**src/rtl/jogo_pkg.sv**
```systemverilog
// State codes and control-word layout shared by the sequence-game control unit
// and anything that decodes its db_estado output.
package jogo_pkg;

  localparam logic [3:0] EST_INICIAL        = 4'h0;
  localparam logic [3:0] EST_PREPARA        = 4'h1;
  localparam logic [3:0] EST_MOSTRA         = 4'h2;
  localparam logic [3:0] EST_INTERVALO      = 4'h3;
  localparam logic [3:0] EST_PROX_MOSTRA    = 4'h4;
  localparam logic [3:0] EST_INICIA_JOGADAS = 4'h5;
  localparam logic [3:0] EST_ESPERA         = 4'h6;
  localparam logic [3:0] EST_REGISTRA       = 4'h7;
  localparam logic [3:0] EST_COMPARA        = 4'h8;
  localparam logic [3:0] EST_FIM_RODADA     = 4'h9;
  localparam logic [3:0] EST_PROX_JOGADA    = 4'hA;
  localparam logic [3:0] EST_PROX_RODADA    = 4'hB;
  localparam logic [3:0] EST_FIM_ACERTO     = 4'hC;
  localparam logic [3:0] EST_FIM_TIMEOUT    = 4'hD;
  localparam logic [3:0] EST_FIM_ERRO       = 4'hE;
  localparam logic [3:0] EST_NAO_USADO      = 4'hF;

  typedef enum logic [3:0] {
    INICIAL        = EST_INICIAL,
    PREPARA        = EST_PREPARA,
    MOSTRA         = EST_MOSTRA,
    INTERVALO      = EST_INTERVALO,
    PROX_MOSTRA    = EST_PROX_MOSTRA,
    INICIA_JOGADAS = EST_INICIA_JOGADAS,
    ESPERA         = EST_ESPERA,
    REGISTRA       = EST_REGISTRA,
    COMPARA        = EST_COMPARA,
    FIM_RODADA     = EST_FIM_RODADA,
    PROX_JOGADA    = EST_PROX_JOGADA,
    PROX_RODADA    = EST_PROX_RODADA,
    FIM_ACERTO     = EST_FIM_ACERTO,
    FIM_TIMEOUT    = EST_FIM_TIMEOUT,
    FIM_ERRO       = EST_FIM_ERRO,
    NAO_USADO      = EST_NAO_USADO
  } estado_t;

  typedef struct packed {
    logic zeraE;
    logic contaE;
    logic zeraL;
    logic contaL;
    logic zeraR;
    logic registraR;
    logic zeraT;
    logic contaT;
    logic zeraTM;
    logic contaTM;
    logic ativa_leds;
    logic acertou;
    logic errou;
    logic pronto;
    logic db_timeout;
  } controle_t;

endpackage

```
**src/rtl/controle_sequencia_jogo_if.sv**
```systemverilog
// Status/control bundle between the game control unit (master) and the
// datapath (slave).
interface controle_sequencia_jogo_if;

  logic       iniciar;
  logic       jogada;
  logic       timeout;
  logic       botoesIgualMemoria;
  logic       enderecoIgualLimite;
  logic       fimL;
  logic       fimTM;

  logic       zeraE;
  logic       contaE;
  logic       zeraL;
  logic       contaL;
  logic       zeraR;
  logic       registraR;
  logic       zeraT;
  logic       contaT;
  logic       zeraTM;
  logic       contaTM;
  logic       ativa_leds;
  logic       acertou;
  logic       errou;
  logic       pronto;
  logic       db_timeout;
  logic [3:0] db_estado;

  modport master (
    input  iniciar, jogada, timeout, botoesIgualMemoria, enderecoIgualLimite,
           fimL, fimTM,
    output zeraE, contaE, zeraL, contaL, zeraR, registraR, zeraT, contaT,
           zeraTM, contaTM, ativa_leds, acertou, errou, pronto, db_timeout,
           db_estado
  );

  modport slave (
    output iniciar, jogada, timeout, botoesIgualMemoria, enderecoIgualLimite,
           fimL, fimTM,
    input  zeraE, contaE, zeraL, contaL, zeraR, registraR, zeraT, contaT,
           zeraTM, contaTM, ativa_leds, acertou, errou, pronto, db_timeout,
           db_estado
  );

endinterface

```
**src/rtl/controle_sequencia_jogo.sv**
```systemverilog
// Moore control unit for the sequence-memory game: replays the stored sequence
// on the LEDs, then collects and checks the player's moves round by round.
module controle_sequencia_jogo
  import jogo_pkg::*;
(
  input  logic                        clock,
  input  logic                        reset,
  controle_sequencia_jogo_if.master   bus
);

  estado_t   estado;
  controle_t ctrl;

  // NOTE: state is updated with non-blocking assignments so every reader sees
  // the pre-edge value; reset is synchronous and overrides every transition.
  always_ff @(posedge clock) begin
    if (reset) begin
      estado <= INICIAL;
    end else begin
      case (estado)
        INICIAL:        if (bus.iniciar) estado <= PREPARA;
        PREPARA:        estado <= MOSTRA;
        MOSTRA:         if (bus.fimTM) estado <= INTERVALO;
        INTERVALO:      estado <= bus.enderecoIgualLimite ? INICIA_JOGADAS : PROX_MOSTRA;
        PROX_MOSTRA:    estado <= MOSTRA;
        INICIA_JOGADAS: estado <= ESPERA;
        // timeout takes priority over a move seen in the same cycle
        ESPERA: begin
          if (bus.timeout)     estado <= FIM_TIMEOUT;
          else if (bus.jogada) estado <= REGISTRA;
        end
        REGISTRA:       estado <= COMPARA;
        COMPARA: begin
          if (!bus.botoesIgualMemoria)     estado <= FIM_ERRO;
          else if (bus.enderecoIgualLimite) estado <= FIM_RODADA;
          else                              estado <= PROX_JOGADA;
        end
        PROX_JOGADA:    estado <= ESPERA;
        FIM_RODADA:     estado <= bus.fimL ? FIM_ACERTO : PROX_RODADA;
        PROX_RODADA:    estado <= MOSTRA;
        // a restart from a final state skips INICIAL so a held iniciar fires once
        FIM_ACERTO, FIM_ERRO, FIM_TIMEOUT: if (bus.iniciar) estado <= PREPARA;
        default:        estado <= INICIAL;
      endcase
    end
  end

  // NOTE: ctrl gets a full default before the case so no latch is inferred.
  always_comb begin
    ctrl = '0;
    case (estado)
      PREPARA: begin
        ctrl.zeraE  = 1'b1;
        ctrl.zeraL  = 1'b1;
        ctrl.zeraR  = 1'b1;
        ctrl.zeraT  = 1'b1;
        ctrl.zeraTM = 1'b1;
      end
      MOSTRA: begin
        ctrl.ativa_leds = 1'b1;
        ctrl.contaTM    = 1'b1;
      end
      INTERVALO:   ctrl.zeraTM = 1'b1;
      PROX_MOSTRA: ctrl.contaE = 1'b1;
      INICIA_JOGADAS: begin
        ctrl.zeraE = 1'b1;
        ctrl.zeraR = 1'b1;
        ctrl.zeraT = 1'b1;
      end
      ESPERA:      ctrl.contaT    = 1'b1;
      REGISTRA:    ctrl.registraR = 1'b1;
      PROX_JOGADA: begin
        ctrl.contaE = 1'b1;
        ctrl.zeraT  = 1'b1;
      end
      PROX_RODADA: begin
        ctrl.contaL = 1'b1;
        ctrl.zeraE  = 1'b1;
        ctrl.zeraTM = 1'b1;
      end
      FIM_ACERTO: begin
        ctrl.acertou = 1'b1;
        ctrl.pronto  = 1'b1;
      end
      FIM_ERRO: begin
        ctrl.errou  = 1'b1;
        ctrl.pronto = 1'b1;
      end
      FIM_TIMEOUT: begin
        ctrl.errou      = 1'b1;
        ctrl.pronto     = 1'b1;
        ctrl.db_timeout = 1'b1;
      end
      default: ctrl = '0;
    endcase
  end

  assign bus.zeraE      = ctrl.zeraE;
  assign bus.contaE     = ctrl.contaE;
  assign bus.zeraL      = ctrl.zeraL;
  assign bus.contaL     = ctrl.contaL;
  assign bus.zeraR      = ctrl.zeraR;
  assign bus.registraR  = ctrl.registraR;
  assign bus.zeraT      = ctrl.zeraT;
  assign bus.contaT     = ctrl.contaT;
  assign bus.zeraTM     = ctrl.zeraTM;
  assign bus.contaTM    = ctrl.contaTM;
  assign bus.ativa_leds = ctrl.ativa_leds;
  assign bus.acertou    = ctrl.acertou;
  assign bus.errou      = ctrl.errou;
  assign bus.pronto     = ctrl.pronto;
  assign bus.db_timeout = ctrl.db_timeout;
  assign bus.db_estado  = estado;

endmodule

```
**src/flat_wrapper.sv**
```systemverilog
// flat-port wrapper written by rule: the top's interface ports become plain ports
module controle_sequencia_jogo_flat import jogo_pkg::*;
  (clock, reset, bus_iniciar, bus_jogada, bus_timeout, bus_botoesIgualMemoria, bus_enderecoIgualLimite, bus_fimL, bus_fimTM, bus_zeraE, bus_contaE, bus_zeraL, bus_contaL, bus_zeraR, bus_registraR, bus_zeraT, bus_contaT, bus_zeraTM, bus_contaTM, bus_ativa_leds, bus_acertou, bus_errou, bus_pronto, bus_db_timeout, bus_db_estado);
  controle_sequencia_jogo_if bus_i ();
  input  logic clock;
  input  logic reset;
  input wire logic [$bits(bus_i.iniciar)-1:0] bus_iniciar;
  input wire logic [$bits(bus_i.jogada)-1:0] bus_jogada;
  input wire logic [$bits(bus_i.timeout)-1:0] bus_timeout;
  input wire logic [$bits(bus_i.botoesIgualMemoria)-1:0] bus_botoesIgualMemoria;
  input wire logic [$bits(bus_i.enderecoIgualLimite)-1:0] bus_enderecoIgualLimite;
  input wire logic [$bits(bus_i.fimL)-1:0] bus_fimL;
  input wire logic [$bits(bus_i.fimTM)-1:0] bus_fimTM;
  output wire logic [$bits(bus_i.zeraE)-1:0] bus_zeraE;
  output wire logic [$bits(bus_i.contaE)-1:0] bus_contaE;
  output wire logic [$bits(bus_i.zeraL)-1:0] bus_zeraL;
  output wire logic [$bits(bus_i.contaL)-1:0] bus_contaL;
  output wire logic [$bits(bus_i.zeraR)-1:0] bus_zeraR;
  output wire logic [$bits(bus_i.registraR)-1:0] bus_registraR;
  output wire logic [$bits(bus_i.zeraT)-1:0] bus_zeraT;
  output wire logic [$bits(bus_i.contaT)-1:0] bus_contaT;
  output wire logic [$bits(bus_i.zeraTM)-1:0] bus_zeraTM;
  output wire logic [$bits(bus_i.contaTM)-1:0] bus_contaTM;
  output wire logic [$bits(bus_i.ativa_leds)-1:0] bus_ativa_leds;
  output wire logic [$bits(bus_i.acertou)-1:0] bus_acertou;
  output wire logic [$bits(bus_i.errou)-1:0] bus_errou;
  output wire logic [$bits(bus_i.pronto)-1:0] bus_pronto;
  output wire logic [$bits(bus_i.db_timeout)-1:0] bus_db_timeout;
  output wire logic [$bits(bus_i.db_estado)-1:0] bus_db_estado;
  assign bus_i.iniciar = bus_iniciar;
  assign bus_i.jogada = bus_jogada;
  assign bus_i.timeout = bus_timeout;
  assign bus_i.botoesIgualMemoria = bus_botoesIgualMemoria;
  assign bus_i.enderecoIgualLimite = bus_enderecoIgualLimite;
  assign bus_i.fimL = bus_fimL;
  assign bus_i.fimTM = bus_fimTM;
  assign bus_zeraE = bus_i.zeraE;
  assign bus_contaE = bus_i.contaE;
  assign bus_zeraL = bus_i.zeraL;
  assign bus_contaL = bus_i.contaL;
  assign bus_zeraR = bus_i.zeraR;
  assign bus_registraR = bus_i.registraR;
  assign bus_zeraT = bus_i.zeraT;
  assign bus_contaT = bus_i.contaT;
  assign bus_zeraTM = bus_i.zeraTM;
  assign bus_contaTM = bus_i.contaTM;
  assign bus_ativa_leds = bus_i.ativa_leds;
  assign bus_acertou = bus_i.acertou;
  assign bus_errou = bus_i.errou;
  assign bus_pronto = bus_i.pronto;
  assign bus_db_timeout = bus_i.db_timeout;
  assign bus_db_estado = bus_i.db_estado;
  controle_sequencia_jogo u_core (.clock(clock), .reset(reset), .bus(bus_i));
endmodule
```
**config.mk**
```make
export PLATFORM = sky130hd
export DESIGN_NAME = controle_sequencia_jogo_flat
export DESIGN_NICKNAME = d
export VERILOG_FILES = /design/src/rtl/jogo_pkg.sv /design/src/rtl/controle_sequencia_jogo_if.sv /design/src/rtl/controle_sequencia_jogo.sv /design/src/flat_wrapper.sv
export SDC_FILE = /design/constraint.sdc
export NUM_CORES = 1
export LEC_CHECK = 0
export ABC_AREA = 1
export ABC_CLOCK_PERIOD_IN_PS = 1900
export BUFFER_PORTS_ARGS = -buffer_cell sky130_fd_sc_hd__buf_4
export CORE_ASPECT_RATIO = 1.1
export CORE_MARGIN = 2
export CORE_UTILIZATION = 25
export CTS_CLUSTER_DIAMETER = 80
export DETAILED_ROUTE_END_ITERATION = 8
export PLACE_DENSITY = 0.61
export SLEW_MARGIN = 30
export SYNTH_ARGS = -nofsm -noshare
export SYNTH_HDL_FRONTEND = slang
export SYNTH_SLANG_ARGS = --single-unit
```
**constraint.sdc**
```tcl
create_clock -name clock -period 1.9 [get_ports clock]
set_input_delay 0.38 -clock clock [delete_from_list [all_inputs] [get_ports clock]]
set_output_delay 0.38 -clock clock [all_outputs]
set_load 0.1 [all_outputs]
```
==> impl_results.md, run 1 <==
- Post-DR vias/cell: 4.23
- FP Rows: 17
- Unrepaired setup endpoints after global routing: false
- DR iter-0 viols: 14
- Met1 Wirelength: 664 um
- Most Frequent Cell on Critical Path: buf_6
- Syn_nets: 106
- Starting Density: 26.3%
- Cell chain of the critical path: buf_6, nor2_4, nand2_2, nand2_1, or2_4, buf_6
- FF-to-FF setup slack: 0.47 ns
- Critical Path RT: 1.52 ns
- Worst clock skew: 0.00467 ns
- Hold Fails Final Rpt: 0
- Initial antenna violation count: 0
- Total Wirelength: 1580 um
- Max layer used: met4
- Area occupied by multi-input gates: 462 um^2
- Final setup viols: 0
- Top delay family on crit path: simple AND/OR/NAND/NOR gates
- DRC: 0
- N_diodes: 0
- Chip width: 47.7 um
- Vias in the first global route: 602
- DR vias: 660
- CTS tree: yes
- CP peak stage delay: 0.37 ns
- Die ar.: 0.00249 mm^2
- Worst-path clk slew: 0.04 ns
- Overflow after GRT: 0
- # port buffers: 27
- Crit Path Max Fanout: 6
- CTS Sinks: 4
- Max-slew violations: 0
- Worst Tran Pin Value: 0.282 ns
- Crit. End Element: primary output
- Synthesized netlist cell count: 97
- Sequential cell area: 95.1 um^2
- Mapped Avg Cell Area: 5.42 um^2
- NumNets Final: 139
- First-pass iteration count of the detailed router: 5
- Yosys Warn Count: 0
- Arrival time worst endpoint: 1.42 ns
- HPWL after DPL: 1320 um
- Root Buffer: clkbuf_4
- Met3 WL: 103 um
- Crit share post-route: 94.5%
- Tmin final: 1.80 ns
- Status: completed
- Count of state elements after synthesis: 4
- Cts bufs inserted: 3
- Worst-skew pair later-pin latency: 0.24 ns
- Met2 Wirelength: 772 um
- Hold Path Class: in2reg
- Crit Path Category: reg2out
- Synth unique cells: 20
- First-pass GRT wire length: 2570 um
- Max-cap violations: 0
- Routability cong.: 0.802
- I/O Pins: 28
- GRT Total Usage: 15.0%
- Startpoint types: flip-flop
- Largest net degree at the start of global routing: 8
- Post-Syn Area: 526 um^2
- Slew HR: 81.4%
- ANT nets after route: 0
- Core area: 0.00200 mm^2
- Clock Path Buffers: 2
- Bufs and invs on worst path: 2
- Filler cells: 227
- Commonest cells after routing, fill and taps aside: buf_4 (26), nand2_1 (21)
- Largest register FFs: 4
- F_max: 557 MHz
- CP max stage cell: dfxtp_4
- Routed len/inst: 10.1 um
- # H-tree levels: 1
- Share of layout cells above drive strength 1: 60.2%
- Final core occ: 47.3%
- Die H: 52.1 um
- Leading cell type in the layout, fill and taps excluded: buf_4
- Post-synthesis sequential area ratio: 15.2%
- Area Overhead vs Synth: 80.0%
-- metal layers --
metal,up-vias,track usage (%)
met5,-,0
li1,356,-
met1,274,18.5
met4,0,9.46
met3,4,2.78
met2,26,22.9
-- worst register-to-register path, stage by stage, from the launching register on --
cell and delay [ns]:
dfxtp_4 0.37, nand2_1 0.19, clkinv_1 0.11, nand2_2 0.15, nand2_2 0.09, nand2_2 0.08, nand3b_4 0.10, inv_2 0.07
nand2_1 0.06, a21oi_1 0.12
-- kinds of logic after synthesis --
kind of cell	share of synthesized area (%)
buf+inv	18.1
compound gates	11.4
flops	15.2
simple gates	55.2
-- cell type report --
type                    instances  area share, %
multi-input cells              71           48.8
repair buffers                 30           25.4
flip-flops and latches          4           10.1
inverters                      20           9.66
well taps                      28           3.70
clock buffers                   3           2.38
-- worst paths after layout --
| kind | start | end | cells past startpoint |
|---|---|---|---|
| max | u_core.bus.db_estado[3] | bus_zeraTM | 6 |
| min | reset | u_core.bus.db_estado[2] | 2 |
| max reg2reg | u_core.bus.db_estado[2] | u_core.bus.db_estado[1] | 9 |
| min reg2reg | u_core.bus.db_estado[3] | u_core.bus.db_estado[3] | 2 |
-- per-stage QoR --
stage,setup WS [ns],std cells,cell area [um^2],setup TNS [ns],hold WS [ns]
after floorplan,-0.144,97,661,-0.164,0.439
after global placement,0.248,153,886,0,0.498
after detailed placement,0.237,153,886,0,0.502
after global routing,0.00895,156,946,0,0.293
after CTS,0.00703,156,920,0,0.299
final,0.105,156,946,0,0.309
-- what timing repair did --
item | in CTS | in global routing
buffers inserted | 0 | 0
hold buffers | 0 | 0
resized for setup | 3 | 8
setup endpoints to repair | 3 | 3
-- cell usage after synthesis --
| library cell | count | area, um^2 |
|---|---|---|
| nand4_1 | 1 | 6.26 |
| nand2_1 | 24 | 90.1 |
| buf_4 | 1 | 7.51 |
| clkinv_1 | 2 | 7.51 |
| clkinv_2 | 1 | 5.00 |
| a21oi_1 | 6 | 30.0 |
| dfxtp_1 | 4 | 80.1 |
| or2_1 | 1 | 6.26 |
| o22ai_1 | 1 | 6.26 |
| inv_2 | 5 | 18.8 |
| nand2_4 | 1 | 11.3 |
| nand2_2 | 7 | 43.8 |
| o21ai_2 | 1 | 8.76 |
| nor2_1 | 15 | 56.3 |
| nor2_2 | 5 | 31.3 |
| nand3_1 | 5 | 25.0 |
| o21ai_1 | 3 | 15.0 |
| nand3b_4 | 1 | 20.0 |
| inv_1 | 12 | 45.0 |
| buf_6 | 1 | 11.3 |
Power of run 1 is not shown: default switching activity piles up to over one toggle a cycle in this logic, so the estimate is an artifact.
==> run 2: changes to the inputs <==
--- a/config.mk
+++ b/config.mk
@@ -8,12 +8,12 @@
 export ABC_AREA = 1
 export ABC_CLOCK_PERIOD_IN_PS = 1900
 export BUFFER_PORTS_ARGS = -buffer_cell sky130_fd_sc_hd__buf_4
-export CORE_ASPECT_RATIO = 1.1
-export CORE_MARGIN = 2
-export CORE_UTILIZATION = 25
+export CORE_AREA = 2 2 39 41
 export CTS_CLUSTER_DIAMETER = 80
 export DETAILED_ROUTE_END_ITERATION = 8
-export PLACE_DENSITY = 0.61
+export DIE_AREA = 0 0 41 43
+export PLACE_DENSITY = 0.83
+export REMOVE_ABC_BUFFERS = 1
 export SLEW_MARGIN = 30
 export SYNTH_ARGS = -nofsm -noshare
 export SYNTH_HDL_FRONTEND = slang
==> impl_results.md, run 2 (synthesis gave the netlist of run 1 again) <==
- DR vias: 658 (-0.30%)
- Final setup viols: 0 (unchanged)
- Area Overhead vs Synth: 47.9%
- FF-to-FF setup slack: 0.57 ns (+0.10 ns)
- Crit. End Element: primary output
- Leading cell type in the layout, fill and taps excluded: nand2_1
- Max-slew violations: 0 (unchanged)
- WP depth: 6 (unchanged)
- CP max stage cell: dfxtp_2
- Clock Path Buffers: 2 (unchanged)
- Worst Slack Setup Final: 0.0679 ns (-0.0371 ns)
- DRC: 0 (unchanged)
- Startpoint types: flip-flop
- CTS Sinks: 4 (unchanged)
- Routed len/inst: 10.2 um (+0.55%)
- First-pass iteration count of the detailed router: 4 (-1)
- First-pass GRT wire length: 2260 um (-12%)
- Cell chain of the critical path: clkinv_2, nor2_2, nand2_1, nand2_1, or2_1, buf_8
- Worst-path clk slew: 0.04 ns (about the same)
- Starting Density: 38.0% (+12 points)
- N_diodes: 0 (unchanged)
- Filler cells: 144 (-37%)
- Commonest cells after routing, fill and taps aside: nand2_1 (24), buf_4 (23), nor2_1 (14), inv_1 (12), nand2_2 (7)
- F_max: 546 MHz (-2.0%)
- CP peak stage delay: 0.42 ns (+0.05 ns)
- # H-tree levels: 1 (unchanged)
- Cts hold-fix bufs: 0 (unchanged)
- I/O Pins: 28 (unchanged)
- GRT Total Usage: 18.4% (+3.4 points)
- Worst clock skew: 0.00405 ns (-0.000621 ns)
- NumNets Final: 136 (-2.2%)
- Total Wirelength: 1440 um (-9.1%)
- Critical Path RT: 1.52 ns (about the same)
- Core area: 0.00138 mm^2 (-31%)
- Root Buffer: clkbuf_4
- CTS tree: yes
- Routability cong.: 0.794 (-1.0%)
- Vias in the first global route: 568 (-5.6%)
- Non-Filler Instances: 141 (-9.6%)
- Largest register FFs: 4 (unchanged)
- Largest net degree at the start of global routing: 11 (+3)
- ANT nets after route: 0 (unchanged)
- Reg2Reg Launch Point: u_core.bus.db_estado[2]
- Worst Hold Path Cells: 2 (unchanged)
- Most Frequent Cell on Critical Path: nand2_1
- Top delay family on crit path: simple AND/OR/NAND/NOR gates
- Hold Path Class: in2reg
- Arrival time worst endpoint: 1.45 ns (+0.03 ns)
- Max-cap violations: 0 (unchanged)
- Hold Fails Final Rpt: 0 (unchanged)
- Bufs and invs on worst path: 2 (unchanged)
- Crit Path Category: reg2out
- Tmin final: 1.83 ns (+0.0371 ns)
- DR iter-0 viols: 10 (-4)
- Dpl ws: 0.119 ns (-0.117 ns)
- Hold Path End: u_core.bus.db_estado[3]
- Cells after DPL: 138 (-9.8%)
- Die H: 43 um (-17%)
- Setup bufs post-CTS: 0 (unchanged)
- Crit Path Max Fanout: 10 (+4)
- Worst-skew pair later-pin latency: 0.23 ns (about the same)
- Initial antenna violation count: 0 (unchanged)
- HPWL after DPL: 1170 um (-12%)
- FP Rows: 14 (-3)
- Share of layout cells above drive strength 1: 44.0% (-16 points)
- Area occupied by multi-input gates: 353 um^2 (-24%)
- # port buffers: 27 (unchanged)
- Crit share post-route: 96.4% (+2.0 points)
- Post-DR vias/cell: 4.67 (+10%)
- FF-to-FF path depth: 7 (-2)
- Status: completed
- Chip width: 41 um (-14%)
- Sequential cell area: 83.8 um^2 (-12%)
- Die ar.: 0.00176 mm^2 (-29%)
- Reg2Reg Capture Point: u_core.bus.db_estado[1]
- Worst Tran Pin Value: 0.295 ns (+0.0134 ns)
- Hold Startpoint: reset
- Cts bufs inserted: 3 (unchanged)
- Slew HR: 80.2% (-1.1 points)
- Overflow after GRT: 0 (unchanged)
## run 2: changes by cell type in the layout (fill, tap and decap cells not counted), moves of 2 or more
| cell | before | now |
|---|---|---|
| buf_4 | 26 | 23 |
| clkinvlp_4 | 4 | 0 |
| dfxtp_2 | 0 | 3 |
| dfxtp_4 | 4 | 0 |
| inv_1 | 8 | 12 |
| nand2_1 | 21 | 24 |
| nand2_4 | 3 | 1 |
| nor2_1 | 8 | 14 |
| nor2_2 | 4 | 6 |
| nor2_4 | 8 | 0 |
| o21ai_1 | 0 | 3 |
| o21ai_4 | 3 | 0 |
## run 2: area by class of cell
cell class | count | area share [%]
multi-input combinational | 71 | 45.4
timing repair buffer | 27 | 28.5
sequential | 4 | 10.8
inverter | 20 | 9.82
clock buffer | 3 | 2.90
tap | 16 | 2.58
## run 2: worst max path at each step
stage	from	to	slack, ns
6_report	u_core.bus.db_estado[3]	bus_zeraTM	0.07
5_1_grt	u_core.bus.db_estado[3]	bus_zeraTM	-0.01
3_5_place_dp	u_core.bus.db_estado[3]	bus_zeraTM	0.12
4_1_cts	u_core.bus.db_estado[3]	bus_zeraTM	0.04
2_1_floorplan	u_core.bus.db_estado[0]	bus_zeraE	-1.20
3_3_place_gp	u_core.bus.db_estado[3]	bus_zeraTM	0.20
## run 2: repair_timing
action                     4_1_cts  5_1_grt
setup endpoints to repair        4        4
pin swaps                        0        0
gates resized for setup          3        6
## run 2: through the flow
step	hold slack [ns]	utilization [%]	instance area (um^2)	TNS (ns)
after floorplan	0.449	-	507	-17.42
after global placement	0.550	52.7	729	0
after global routing	0.319	56.1	777	-0.0206
after CTS	0.313	54.8	758	0
after detailed placement	0.564	52.7	729	0
final	0.320	56.1	777	0
## run 2: per-layer routing
metal  global-route usage [%]  wire (um)
met5                        0          0
met4                     8.00          0
met3                     1.57         72
met2                     32.8        796
met1                     20.4        566
Power of run 2 is left out for the same reason.
==> run 3: changes to the inputs <==
--- a/config.mk
+++ b/config.mk
@@ -13,7 +13,6 @@
 export DETAILED_ROUTE_END_ITERATION = 8
 export DIE_AREA = 0 0 41 43
 export PLACE_DENSITY = 0.83
-export REMOVE_ABC_BUFFERS = 1
 export SLEW_MARGIN = 30
 export SYNTH_ARGS = -nofsm -noshare
 export SYNTH_HDL_FRONTEND = slang
==> impl_results.md, run 3 (synthesis gave the netlist of run 1 again) <==
- Core area: 0.00138 mm^2 (unchanged)
- Total Wirelength: 1540 um (+7.5%)
- Commonest cells after routing, fill and taps aside: buf_4 (30), nand2_1 (22), nand2_2 (9), inv_1 (8), nor2_1 (8)
- Filler cells: 128 (-11%)
- DRC: 0 (unchanged)
- Arrival time worst endpoint: 1.47 ns (+0.02 ns)
- # H-tree levels: 1 (unchanged)
- Crit. End Element: primary output
- HPWL after DPL: 1290 um (+10%)
- Hold WS: 0.323 ns (+0.00328 ns)
- Status: completed
- I/O Pins: 28 (unchanged)
- Cts bufs inserted: 3 (unchanged)
- ANT nets after route: 0 (unchanged)
- FF-to-FF setup slack: 0.45 ns (-0.12 ns)
- Crit Path Category: reg2out
- First-pass iteration count of the detailed router: 4 (unchanged)
- Overflow after GRT: 0 (unchanged)
- Tmin final: 1.85 ns (+0.0136 ns)
- Root Buffer: clkbuf_4
- Routability cong.: 0.927 (+17%)
- Starting Density: 38.0% (unchanged)
- Post-DR vias/cell: 4.74 (+1.6%)
- Worst Tran Pin Value: 0.281 ns (-0.0142 ns)
- Vias in the first global route: 637 (+12%)
- Die H: 43 um (unchanged)
- Final setup viols: 0 (unchanged)
- Crit Path Max Fanout: 5 (-5)
- Setup TNS: 0 ns (unchanged)
- Worst clock skew: 0.00414 ns (+0.0000906 ns)
- Share of layout cells above drive strength 1: 59.2% (+15 points)
- Routed len/inst: 10.6 um (+3.8%)
- Hold Fails Final Rpt: 0 (unchanged)
- Crit share post-route: 97.1% (+0.72 points)
- Slew HR: 81.4% (+1.2 points)
- N_diodes: 0 (unchanged)
- Die ar.: 0.00176 mm^2 (unchanged)
- Worst-path clk slew: 0.04 ns (about the same)
- First-pass GRT wire length: 2550 um (+13%)
- Leading cell type in the layout, fill and taps excluded: buf_4
- Area Overhead vs Synth: 75.2%
- Max-cap violations: 0 (unchanged)
- Startpoint types: flip-flop
- F_max: 542 MHz (-0.74%)
- Clock Path Buffers: 2 (unchanged)
- GRT Total Usage: 20.4% (+2.0 points)
- DR iter-0 viols: 9 (-1)
- Largest register FFs: 4 (unchanged)
- Max-slew violations: 0 (unchanged)
- CTS Sinks: 4 (unchanged)
- Cts hold-fix bufs: 0 (unchanged)
- FP Rows: 14 (unchanged)
- Hold Path Class: in2reg
- # port buffers: 27 (unchanged)
- Largest net degree at the start of global routing: 8 (-3)
- CTS tree: yes
- Worst-skew pair later-pin latency: 0.23 ns (about the same)
- Critical Path RT: 1.52 ns (about the same)
- Chip width: 41 um (unchanged)
- DR vias: 692 (+5.2%)
- NumNets Final: 141 (+3.7%)
- Initial antenna violation count: 0 (unchanged)
==> run 3: changes by cell type in the layout (fill, tap and decap cells not counted), sizes merged <==
cell / change
buf: +5
clkinvlp: +4
inv: -4
==> run 3: repair_timing <==
action	CTS	global route
endpoints found under the setup margin	5	5
resized for setup	4	0
pin swaps	0	0
setup buffers	0	1
cloned	0	0
endpoints found under the hold margin	0	0
==> run 3: path summary, 6_finish.rpt <==
check / start / to / cells after the start
worst min-delay path: reset / u_core.bus.db_estado[3] / 2
worst min register to register: u_core.bus.db_estado[1] / u_core.bus.db_estado[1] / 2
worst max register to register: u_core.bus.db_estado[3] / u_core.bus.db_estado[2] / 10
worst max-delay path: u_core.bus.db_estado[3] / bus_zeraTM / 6
==> run 3: layer usage <==
metal | track usage (%) | part of all wire, % | wire length, um | up-vias
met1 | 28.5 | 42 | 648 | 304
met2 | 31.9 | 54 | 826 | 24
met5 | 0 | 0 | 0 | -
li1 | - | - | - | 364
met4 | 4.00 | 0 | 0 | 0
met3 | 3.14 | 4.3 | 67 | 0
==> run 3: final cells by class <==
| class | instances | area (um^2) | share of cell area [%] |
|---|---|---|---|
| Multi-Input combinational cell | 71 | 444 | 48.2 |
| Timing Repair Buffer | 32 | 248 | 26.9 |
| Sequential cell | 4 | 95.1 | 10.3 |
| Inverter | 20 | 91.3 | 9.92 |
| Clock buffer | 3 | 22.5 | 2.45 |
| Tap cell | 16 | 20.0 | 2.17 |
==> run 3: worst max-delay path, cell delays in order, from the launching register on <==
cell and delay, ns:
dfxtp_4 0.38, buf_6 0.14, nor2_4 0.04, nand2_1 0.12
nand2_1 0.11, or2_4 0.26, buf_6 0.18
==> run 3: metrics by stage <==
step                util (%)  area (um^2)  std cells  setup WS (ns)
finish                  66.5          921        146         0.0542
global route            66.5          921        146       -0.00693
CTS                     66.0          913        145         0.0197
detailed placement      63.5          878        142          0.168
global placement        63.5          878        142          0.225
floorplan                  -          661         97         -0.144
Power of run 3 is left out for the same reason.
